[config.mk]
export PLATFORM = sky130hd
export DESIGN_NAME = reg_commit_ctrl_flat
export DESIGN_NICKNAME = d
export VERILOG_FILES = /design/src/rtl/reg_commit_ctrl_pkg.sv /design/src/rtl/reg_commit_ctrl_if.sv /design/src/rtl/reg_commit_ctrl.sv /design/src/flat_wrapper.sv
export SDC_FILE = /design/constraint.sdc
export NUM_CORES = 1
export LEC_CHECK = 0
export ABC_AREA = 0
export ABC_CLOCK_PERIOD_IN_PS = 2009
export CORE_UTILIZATION = 38
export DETAILED_ROUTE_END_ITERATION = 8
export PLACE_DENSITY = 0.75
export SLEW_MARGIN = 20
export SYNTH_ARGS = -nofsm -noshare
export SYNTH_HDL_FRONTEND = slang
export SYNTH_SLANG_ARGS = --single-unit
export TNS_END_PERCENT = 5
[constraint.sdc]
create_clock -name clk -period 2.01 [get_ports clk]
set_input_delay 0.3015 -clock clk [delete_from_list [all_inputs] [get_ports clk]]
set_output_delay 0.3015 -clock clk [all_outputs]
set_load 0.01 [all_outputs]
[src/rtl/reg_commit_ctrl_pkg.sv]
// Shared constants for the commit controller: controller state encoding,
// default ROB index width and post-flush recovery length.
package reg_commit_ctrl_pkg;

  localparam int ROB_W_DEF       = 4;
  localparam int RECOVER_CYC_DEF = 2;
  localparam int CNT_W           = 4;

  localparam logic [1:0] ST_RUN     = 2'd0;
  localparam logic [1:0] ST_FLUSH   = 2'd1;
  localparam logic [1:0] ST_RECOVER = 2'd2;

  // Register x0 is hardwired, so writes or renames targeting it are dropped.
  function automatic logic isRealReg(input logic [4:0] rd);
    return rd != 5'd0;
  endfunction

endpackage

[src/rtl/reg_commit_ctrl_if.sv]
// Bundle of the ROB head, decoder rename, register file and fetch redirect
// signals around the commit controller. The master side is the surrounding
// pipeline and the slave side is the controller.
interface reg_commit_ctrl_if
  import reg_commit_ctrl_pkg::*;
#(
  parameter int ROB_W = ROB_W_DEF
) ();

  logic             rdy;
  logic             head_valid;
  logic [ROB_W-1:0] head_rob_id;
  logic [4:0]       head_rd;
  logic [31:0]      head_value;
  logic             head_mispredict;
  logic [31:0]      head_target;
  logic             head_pop;

  logic             ren_valid;
  logic [4:0]       ren_rd;
  logic [ROB_W-1:0] ren_rob_id;
  logic             ren_stall;

  logic             need_set_reg_value;
  logic [4:0]       set_value_reg_id;
  logic [31:0]      set_val;
  logic [ROB_W-1:0] set_reg_rob_id;
  logic             need_set_reg_dep;
  logic [4:0]       set_dep_reg_id;
  logic [ROB_W-1:0] set_dep_rob_id;
  logic             clear;

  logic             redirect_valid;
  logic [31:0]      redirect_pc;
  logic [31:0]      retired_cnt;

  modport master (
    output rdy, head_valid, head_rob_id, head_rd, head_value,
           head_mispredict, head_target, ren_valid, ren_rd, ren_rob_id,
    input  head_pop, ren_stall, need_set_reg_value, set_value_reg_id,
           set_val, set_reg_rob_id, need_set_reg_dep, set_dep_reg_id,
           set_dep_rob_id, clear, redirect_valid, redirect_pc, retired_cnt
  );

  modport slave (
    input  rdy, head_valid, head_rob_id, head_rd, head_value,
           head_mispredict, head_target, ren_valid, ren_rd, ren_rob_id,
    output head_pop, ren_stall, need_set_reg_value, set_value_reg_id,
           set_val, set_reg_rob_id, need_set_reg_dep, set_dep_reg_id,
           set_dep_rob_id, clear, redirect_valid, redirect_pc, retired_cnt
  );

endinterface

[src/rtl/reg_commit_ctrl.sv]
// Commit controller: retires the ROB head into the register file, forwards
// decoder renames as dependency writes, and on a mispredicted head clears
// all dependencies, redirects fetch and holds renames off while the
// pipeline recovers.
module reg_commit_ctrl
  import reg_commit_ctrl_pkg::*;
#(
  parameter int ROB_W       = ROB_W_DEF,
  parameter int RECOVER_CYC = RECOVER_CYC_DEF
) (
  input logic              clk,
  input logic              rst,
  reg_commit_ctrl_if.slave bus
);

  logic [1:0]       state_q, state_d;
  logic [CNT_W-1:0] recCnt_q, recCnt_d;

  logic             valWrite_q;
  logic [4:0]       valReg_q;
  logic [31:0]      valData_q;
  logic [ROB_W-1:0] valRob_q;
  logic             depWrite_q;
  logic [4:0]       depReg_q;
  logic [ROB_W-1:0] depRob_q;
  logic             clear_q;
  logic             redirect_q;
  logic [31:0]      redirectPc_q;
  logic [31:0]      retiredCnt_q;

  logic inRun;
  logic headPop;
  logic mispPop;
  logic renStall;
  logic renAccept;

  // Pop and stall decisions made within the cycle; a mispredicting pop also
  // stalls the decoder because anything it renames now is wrong-path.
  always_comb begin
    inRun     = (state_q == ST_RUN);
    headPop   = bus.rdy & bus.head_valid & inRun;
    mispPop   = headPop & bus.head_mispredict;
    renStall  = ~inRun | mispPop;
    renAccept = bus.rdy & bus.ren_valid & ~renStall;
  end

  // Next state and recovery counter; rdy low freezes both.
  always_comb begin
    state_d  = state_q;
    recCnt_d = recCnt_q;
    if (bus.rdy) begin
      case (state_q)
        ST_RUN: begin
          if (mispPop) begin
            state_d = ST_FLUSH;
          end
        end
        ST_FLUSH: begin
          state_d  = ST_RECOVER;
          recCnt_d = CNT_W'(RECOVER_CYC);
        end
        ST_RECOVER: begin
          if (recCnt_q != '0) begin
            recCnt_d = recCnt_q - CNT_W'(1);
          end
          if (recCnt_q <= CNT_W'(1)) begin
            state_d = ST_RUN;
          end
        end
        default: begin
          state_d  = ST_RUN;
          recCnt_d = '0;
        end
      endcase
    end
  end

  // Registered write-back, rename, flush and redirect outputs plus the
  // retirement count; pulses drop while rdy is low, data fields hold.
  always_ff @(posedge clk) begin
    if (rst) begin
      state_q      <= ST_RUN;
      recCnt_q     <= '0;
      valWrite_q   <= 1'b0;
      valReg_q     <= '0;
      valData_q    <= '0;
      valRob_q     <= '0;
      depWrite_q   <= 1'b0;
      depReg_q     <= '0;
      depRob_q     <= '0;
      clear_q      <= 1'b0;
      redirect_q   <= 1'b0;
      redirectPc_q <= '0;
      retiredCnt_q <= '0;
    end else if (!bus.rdy) begin
      valWrite_q <= 1'b0;
      depWrite_q <= 1'b0;
      clear_q    <= 1'b0;
      redirect_q <= 1'b0;
    end else begin
      state_q    <= state_d;
      recCnt_q   <= recCnt_d;
      valWrite_q <= headPop & isRealReg(bus.head_rd);
      depWrite_q <= renAccept & isRealReg(bus.ren_rd);
      clear_q    <= mispPop;
      redirect_q <= mispPop;
      if (headPop) begin
        valReg_q     <= bus.head_rd;
        valData_q    <= bus.head_value;
        valRob_q     <= bus.head_rob_id;
        retiredCnt_q <= retiredCnt_q + 32'd1;
      end
      if (renAccept) begin
        depReg_q <= bus.ren_rd;
        depRob_q <= bus.ren_rob_id;
      end
      if (mispPop) begin
        redirectPc_q <= bus.head_target;
      end
    end
  end

  assign bus.head_pop           = headPop;
  assign bus.ren_stall          = renStall;
  assign bus.need_set_reg_value = valWrite_q;
  assign bus.set_value_reg_id   = valReg_q;
  assign bus.set_val            = valData_q;
  assign bus.set_reg_rob_id     = valRob_q;
  assign bus.need_set_reg_dep   = depWrite_q;
  assign bus.set_dep_reg_id     = depReg_q;
  assign bus.set_dep_rob_id     = depRob_q;
  assign bus.clear              = clear_q;
  assign bus.redirect_valid     = redirect_q;
  assign bus.redirect_pc        = redirectPc_q;
  assign bus.retired_cnt        = retiredCnt_q;

endmodule

[src/flat_wrapper.sv]
// flat-port wrapper written by rule: the top's interface ports become plain ports
module reg_commit_ctrl_flat import reg_commit_ctrl_pkg::*;
#(
  parameter int ROB_W       = ROB_W_DEF,
  parameter int RECOVER_CYC = RECOVER_CYC_DEF
)
  (clk, rst, bus_rdy, bus_head_valid, bus_head_rob_id, bus_head_rd, bus_head_value, bus_head_mispredict, bus_head_target, bus_ren_valid, bus_ren_rd, bus_ren_rob_id, bus_head_pop, bus_ren_stall, bus_need_set_reg_value, bus_set_value_reg_id, bus_set_val, bus_set_reg_rob_id, bus_need_set_reg_dep, bus_set_dep_reg_id, bus_set_dep_rob_id, bus_clear, bus_redirect_valid, bus_redirect_pc, bus_retired_cnt);
  reg_commit_ctrl_if #(.ROB_W(ROB_W)) bus_i ();
  input logic clk;
  input logic rst;
  input wire logic [$bits(bus_i.rdy)-1:0] bus_rdy;
  input wire logic [$bits(bus_i.head_valid)-1:0] bus_head_valid;
  input wire logic [$bits(bus_i.head_rob_id)-1:0] bus_head_rob_id;
  input wire logic [$bits(bus_i.head_rd)-1:0] bus_head_rd;
  input wire logic [$bits(bus_i.head_value)-1:0] bus_head_value;
  input wire logic [$bits(bus_i.head_mispredict)-1:0] bus_head_mispredict;
  input wire logic [$bits(bus_i.head_target)-1:0] bus_head_target;
  input wire logic [$bits(bus_i.ren_valid)-1:0] bus_ren_valid;
  input wire logic [$bits(bus_i.ren_rd)-1:0] bus_ren_rd;
  input wire logic [$bits(bus_i.ren_rob_id)-1:0] bus_ren_rob_id;
  output wire logic [$bits(bus_i.head_pop)-1:0] bus_head_pop;
  output wire logic [$bits(bus_i.ren_stall)-1:0] bus_ren_stall;
  output wire logic [$bits(bus_i.need_set_reg_value)-1:0] bus_need_set_reg_value;
  output wire logic [$bits(bus_i.set_value_reg_id)-1:0] bus_set_value_reg_id;
  output wire logic [$bits(bus_i.set_val)-1:0] bus_set_val;
  output wire logic [$bits(bus_i.set_reg_rob_id)-1:0] bus_set_reg_rob_id;
  output wire logic [$bits(bus_i.need_set_reg_dep)-1:0] bus_need_set_reg_dep;
  output wire logic [$bits(bus_i.set_dep_reg_id)-1:0] bus_set_dep_reg_id;
  output wire logic [$bits(bus_i.set_dep_rob_id)-1:0] bus_set_dep_rob_id;
  output wire logic [$bits(bus_i.clear)-1:0] bus_clear;
  output wire logic [$bits(bus_i.redirect_valid)-1:0] bus_redirect_valid;
  output wire logic [$bits(bus_i.redirect_pc)-1:0] bus_redirect_pc;
  output wire logic [$bits(bus_i.retired_cnt)-1:0] bus_retired_cnt;
  assign bus_i.rdy = bus_rdy;
  assign bus_i.head_valid = bus_head_valid;
  assign bus_i.head_rob_id = bus_head_rob_id;
  assign bus_i.head_rd = bus_head_rd;
  assign bus_i.head_value = bus_head_value;
  assign bus_i.head_mispredict = bus_head_mispredict;
  assign bus_i.head_target = bus_head_target;
  assign bus_i.ren_valid = bus_ren_valid;
  assign bus_i.ren_rd = bus_ren_rd;
  assign bus_i.ren_rob_id = bus_ren_rob_id;
  assign bus_head_pop = bus_i.head_pop;
  assign bus_ren_stall = bus_i.ren_stall;
  assign bus_need_set_reg_value = bus_i.need_set_reg_value;
  assign bus_set_value_reg_id = bus_i.set_value_reg_id;
  assign bus_set_val = bus_i.set_val;
  assign bus_set_reg_rob_id = bus_i.set_reg_rob_id;
  assign bus_need_set_reg_dep = bus_i.need_set_reg_dep;
  assign bus_set_dep_reg_id = bus_i.set_dep_reg_id;
  assign bus_set_dep_rob_id = bus_i.set_dep_rob_id;
  assign bus_clear = bus_i.clear;
  assign bus_redirect_valid = bus_i.redirect_valid;
  assign bus_redirect_pc = bus_i.redirect_pc;
  assign bus_retired_cnt = bus_i.retired_cnt;
  reg_commit_ctrl #(.ROB_W(ROB_W), .RECOVER_CYC(RECOVER_CYC)) u_core (.clk(clk), .rst(rst), .bus(bus_i));
endmodule
# Word-level counts from Yosys, hierarchy flattened
# Cells that the tools add are included.
dict set report word_totals {
  output_inout_bits 120
  register_bits 123
  in_bits 88
}
dict set report classes {
  muxes 5
  eq_ne 5
  addsub 2
  n_lt_le_gt_ge 1
  n_reduce_logical 10
  bitwise 11
}
# op count
set ops {}
lappend ops {{$add A32 B1 Y32 const B} 1}
lappend ops {{$pmux W4 S3} 1}
lappend ops {{$reduce_bool A5 Y1} 2}
lappend ops {{$and A1 B1 Y1} 7}
lappend ops {{$pmux W2 S3} 1}
lappend ops {{$reduce_and A2 Y1} 3}
lappend ops {{$reduce_and A3 Y1} 2}
lappend ops {{$le A4 B1 Y1 const B} 1}
lappend ops {{$mux W2} 2}
lappend ops {{$mux W4} 1}
lappend ops {{$ne A2 B1 Y1 const B} 2}
lappend ops {{$reduce_bool A4 Y1} 1}
lappend ops {{$sub A4 B1 Y4 const B} 1}
lappend ops {{$not A1 Y1} 3}
lappend ops {{$eq A2 B1 Y1 const B} 1}
lappend ops {{$eq A2 B2 Y1 const B} 1}
lappend ops {{$logic_not A2 Y1} 1}
lappend ops {{$ne A2 B2 Y1 const B} 1}
lappend ops {{$reduce_or A2 Y1} 1}
lappend ops {{$or A1 B1 Y1} 1}

# Longest topological paths before layout
dict set report depth {
  word_depth 7
  mapped_depth 10
}

# Worst setup path before layout
# No wires, ideal clock.
dict set report synth_timing {
  path_type {reg2reg}
  from {register u_core.state_q[1]}
  to {register u_core.retiredCnt_q[27] (netlist: u_core.bus.retired_cnt[27])}
  arrival_time_ns 2.021
  period_less_slack_ns 2.092
  required_ns 1.940
  slack_ns -0.082
  stages_incl_launch_ff 9
  path_buffers 2
  cell_sequence {dfxtp_1 > inv_1 > ha_1 > buf_4 > nand3_4 > or4_1 > clkbuf_1 > or4_1 > a21oi_1}
}
dict set report synth_via {
  elab_chain_cells 3
}
# element line
set synth_lines {}
lappend synth_lines {{start: declaration} reg_commit_ctrl.sv:16} ;# logic [1:0] state_q, state_d;
lappend synth_lines {{start signal: assignment} reg_commit_ctrl.sv:101} ;# state_q <= state_d;
lappend synth_lines {{$logic_not A2 Y1} reg_commit_ctrl.sv:40} ;# inRun = (state_q == ST_RUN);
lappend synth_lines {{$and A1 B1 Y1} reg_commit_ctrl.sv:41} ;# headPop = bus.rdy & bus.head_valid & inRun;
lappend synth_lines {{$reduce_and A2 Y1 (no source line)} n/a}
lappend synth_lines {{end signal: assignment} reg_commit_ctrl.sv:111} ;# retiredCnt_q <= retiredCnt_q + 32'd1;
lappend synth_lines {{end: declaration} reg_commit_ctrl.sv:29} ;# logic [31:0] retiredCnt_q;
# No other way between the ends.
# A chain may end at the register's enable or synchronous reset.

# Worst setup path in the final report
dict set report layout_timing {
  from {register u_core.state_q[0]}
  to {register u_core.retiredCnt_q[31] (netlist: u_core.bus.retired_cnt[31])}
}
# The elaborated chain is that of the path after synthesis.

==> metrics.csv <==
stage,metric,value,unit
power_and_ir_drop,Leakage,2.84,nW
cells_and_area,Final Instance Count excl. Fillers,1001,
sta,hold slack,392,ps
cells_and_area,Finished Cell Area,0.00793,sq mm
setup_path,Crit Path Class,register to register,
yosys,Mapped Cells,588,
placed_design,Cells after DPL,969,
yosys,part of the Yosys area used for sequential elements,50.9,%
power_and_ir_drop,Clk pwr share,46.1,%
setup_path,"Slowest-stage cell, CP",or4_1,
clock_tree,CTS buffer count,17,
grt,largest net degree at the start of global routing,57,
clock_tree,H-tree depth,4,
clock_tree,CTS sink cnt,123,
die,Core ar.,0.0122,sq mm
route,# DRC,0,
grt,GRT Total Usage,22.4,%
power_and_ir_drop,Flop pwr share,43.1,%
grt,initial antenna violation count,0,
setup_path,CP Max Fanout,18,
sta,Worst Tran Pin Value,645,ps
setup_path,Worst path max stage delay,430,ps
setup_path,CP cell instances,"inv_2, ha_4, nand3_4, or4_1, buf_6, nor4_2, mux2_2",
sta,skew final,6.15,ps
route,final antenna-violating net count,0,
die,Initial Util,39.6,%
route,Iter 0 DRT Violations,240,
cells_and_area,Fill cells,1062,
clock_tree,"Reg clk slew, reported paths",50,ps
sta,"Period Utilization, post-route",96.2,%
setup_path,Worst Reg2Reg Path Length in Cells,7,
cells_and_area,"commonest non-fill, non-tap cell in the layout",clkdlybuf4s50_1,
placed_design,DP Area,0.00735,sq mm
sta,f_max,0.517,GHz
power_and_ir_drop,internal power,4.61,mW
sta,RSZ-0062 raised after global routing,no,
grt,first-pass GRT wire length,23100,um
power_and_ir_drop,sw frac,22.4,%
die,Rows,40,
placed_design,IO buf count,207,
cells_and_area,ANT cells,0,
die,Die Y-Extent,115,um
route,WL/cell,14.3,um
sta,final setup violation count,0,
setup_path,CP arrival,2230,ps
status,status,finished clean,
clock_tree,CTS Root Buffer Type,clkbuf_16,
sta,Fin Setup TNS,0,ps
hold_path,Hold Path Class,primary input to register,
setup_path,Worst EP required,2310,ps
run,max-cap violations,0,
power_and_ir_drop,Max VDD drop,590,uV
sta,Final Hold Fails,0,
cells_and_area,Post-layout nets,916,
route,Avg Vias per Cell,4.99,
sta,Slew HR,57.0,%
route,First-pass DRT Iterations,4,
clock_tree,maximum root-to-sink buffer count,2,
yosys,synth unique cells,37,
clock_tree,clock latency on the worst-skew pair,410,ps
cells_and_area,Layout area overhead,63.9,%
power_and_ir_drop,Logic pwr share,10.9,%
cells_and_area,share of post-route cells with drive strength above 1,11.2,%
clock_tree,TritonCTS clock tree,built,
route,via count,4995,
die,total die area,0.0132,sq mm
sta,Final Slew Violations,0,
die,die width,115,um
sta,Tmin final,1930,ps
placed_design,Final Wtd Congestion,0.829,
setup_path,startpoint types,register,
yosys,YS warnings,0,
yosys,"flops & latches, synth",123,
yosys,Mapped Area,0.00484,sq mm
hold_path,hold depth,2,
clock_tree,Post-CTS Hold Buffers,0,
die,I/O pin total,208,
cells_and_area,most frequent cells in the layout,"clkdlybuf4s50_1 (204), nand2_1 (160), dfxtp_1 (123)",
yosys,syn_nets,683,
power_and_ir_drop,NetSw,1.33,mW
route,final wirelength,14300,um
setup_path,Critical Path End Type,register,
yosys,syn_area_per_cell,8.23,sq um
grt,vias in the first global route,4870,
power_and_ir_drop,PwrDens,749,mW/mm^2
placed_design,HPWL after detailed placement,10200,um
grt,grt ovf,0,
sequential cells by signal, summed over array words and instances (netlist names):
register and count:
u_core.bus.redirect_pc 32, u_core.bus.retired_cnt 32, u_core.bus.set_val 32, u_core.bus.set_dep_reg_id 5, u_core.bus.set_value_reg_id 5, u_core.bus.set_dep_rob_id 4, u_core.bus.set_reg_rob_id 4, u_core.recCnt_q 4
u_core.state_q 2, u_core.bus.clear 1, u_core.bus.need_set_reg_dep 1, u_core.bus.need_set_reg_value 1
worst max-delay path: cells and delay by family (launching register included):
kind                     cells  cell delay [ps]
AND/OR/NAND/NOR              3              700
multiplexers                 1              370
flip-flops                   1              320
buffers and inverters        2              270
adder cells (fa/ha/maj)      1              160
through the flow:
stage	worst slack, ps	total power, mW	util (%)
2_1_floorplan	-18.4	2.83	-
3_3_place_gp	-288	3.23	60.2
3_5_place_dp	-318	3.25	60.2
4_1_cts	-15.9	5.99	64.9
5_1_grt	2.76	6.17	64.9
6_report	76.0	5.94	64.9
routing by layer:
layer | vias to the layer above | wire length [um] | GRT usage, %
met5 | - | 0 | 0
met4 | 0 | 359 | 11.0
met3 | 24 | 970 | 6.91
met2 | 167 | 6890 | 37.6
met1 | 2336 | 6110 | 25.9
li1 | 2468 | - | -
final timing paths:
path         slack [ps]             startpoint                           end
min reg2reg         450  u_core.bus.set_val[6]         u_core.bus.set_val[6]
min                 390                    rst  u_core.bus.set_dep_reg_id[1]
max                  80      u_core.state_q[0]    u_core.bus.retired_cnt[31]
max reg2reg          80      u_core.state_q[0]    u_core.bus.retired_cnt[31]
power groups by stage:
stage	Clock (mW)	Combinational (mW)	Sequential [mW]
floorplan	0	0.192	2.64
global placement	0	0.631	2.60
detailed placement	0	0.645	2.61
CTS	2.79	0.648	2.56
global route	2.91	0.696	2.56
finish	2.74	0.645	2.56
cells by family (layout without fill, tap and decap cells):
| group | after synthesis | count (layout) | share of synthesized area (%) |
|---|---|---|---|
| buffers and inverters | 52 | 297 | 4.42 |
| DFF | 123 | 123 | 50.9 |
| xor gates and xnor gates | 12 | 12 | 2.17 |
| adders and majority gates | 7 | 7 | 1.81 |
| and+or+nand+nor | 258 | 258 | 24.4 |
| AOI/OAI and AO/OA | 125 | 125 | 13.9 |
| muxes | 11 | 11 | 2.33 |
area by class of cell:
type	count	area (sq um)	share of cell area (%)
Multi-Input combinational cell	413	2200	27.7
Clock buffer	24	502	6.33
Sequential cell	123	2460	31.1
Inverter	10	37.5	0.473
Tap cell	168	210	2.65
Clock inverter	7	40.0	0.505
Timing Repair Buffer	256	2480	31.3
repair_timing:
item | in CTS | in global routing
setup endpoints to repair | 10 | 14
pin swaps | 1 | 4
resized for setup | 7 | 6
buffers inserted | 2 | 0
Yosys cell counts (all sizes together):
library cell,count,area share (%)
clkbuf,35,2.7
a21oi,97,10
o21ai,10,1.0
nand3,12,1.5
o31ai,13,2.0
a211oi,1,0.16
a311oi,1,0.18
nand2,160,12
xor2,7,1.3
dfxtp,123,51
nor2b,3,0.39
and4,5,0.91
inv,10,0.78
buf,7,0.93
a31oi,1,0.13
a31o,1,0.18
nand4,14,1.8
nor3,2,0.21
ha,7,1.8
xnor2,5,0.91
or4,17,2.6
nor3b,2,0.31
nor4bb,1,0.21
or3,7,0.91
mux2,2,0.47
nor4b,1,0.18
and3,2,0.26
nor4,1,0.13
and2,2,0.26
o311a,1,0.21
nor2,28,2.2
mux2i,9,1.9
nand2b,1,0.13
Note: power is estimated with default switching activity, not from simulation.
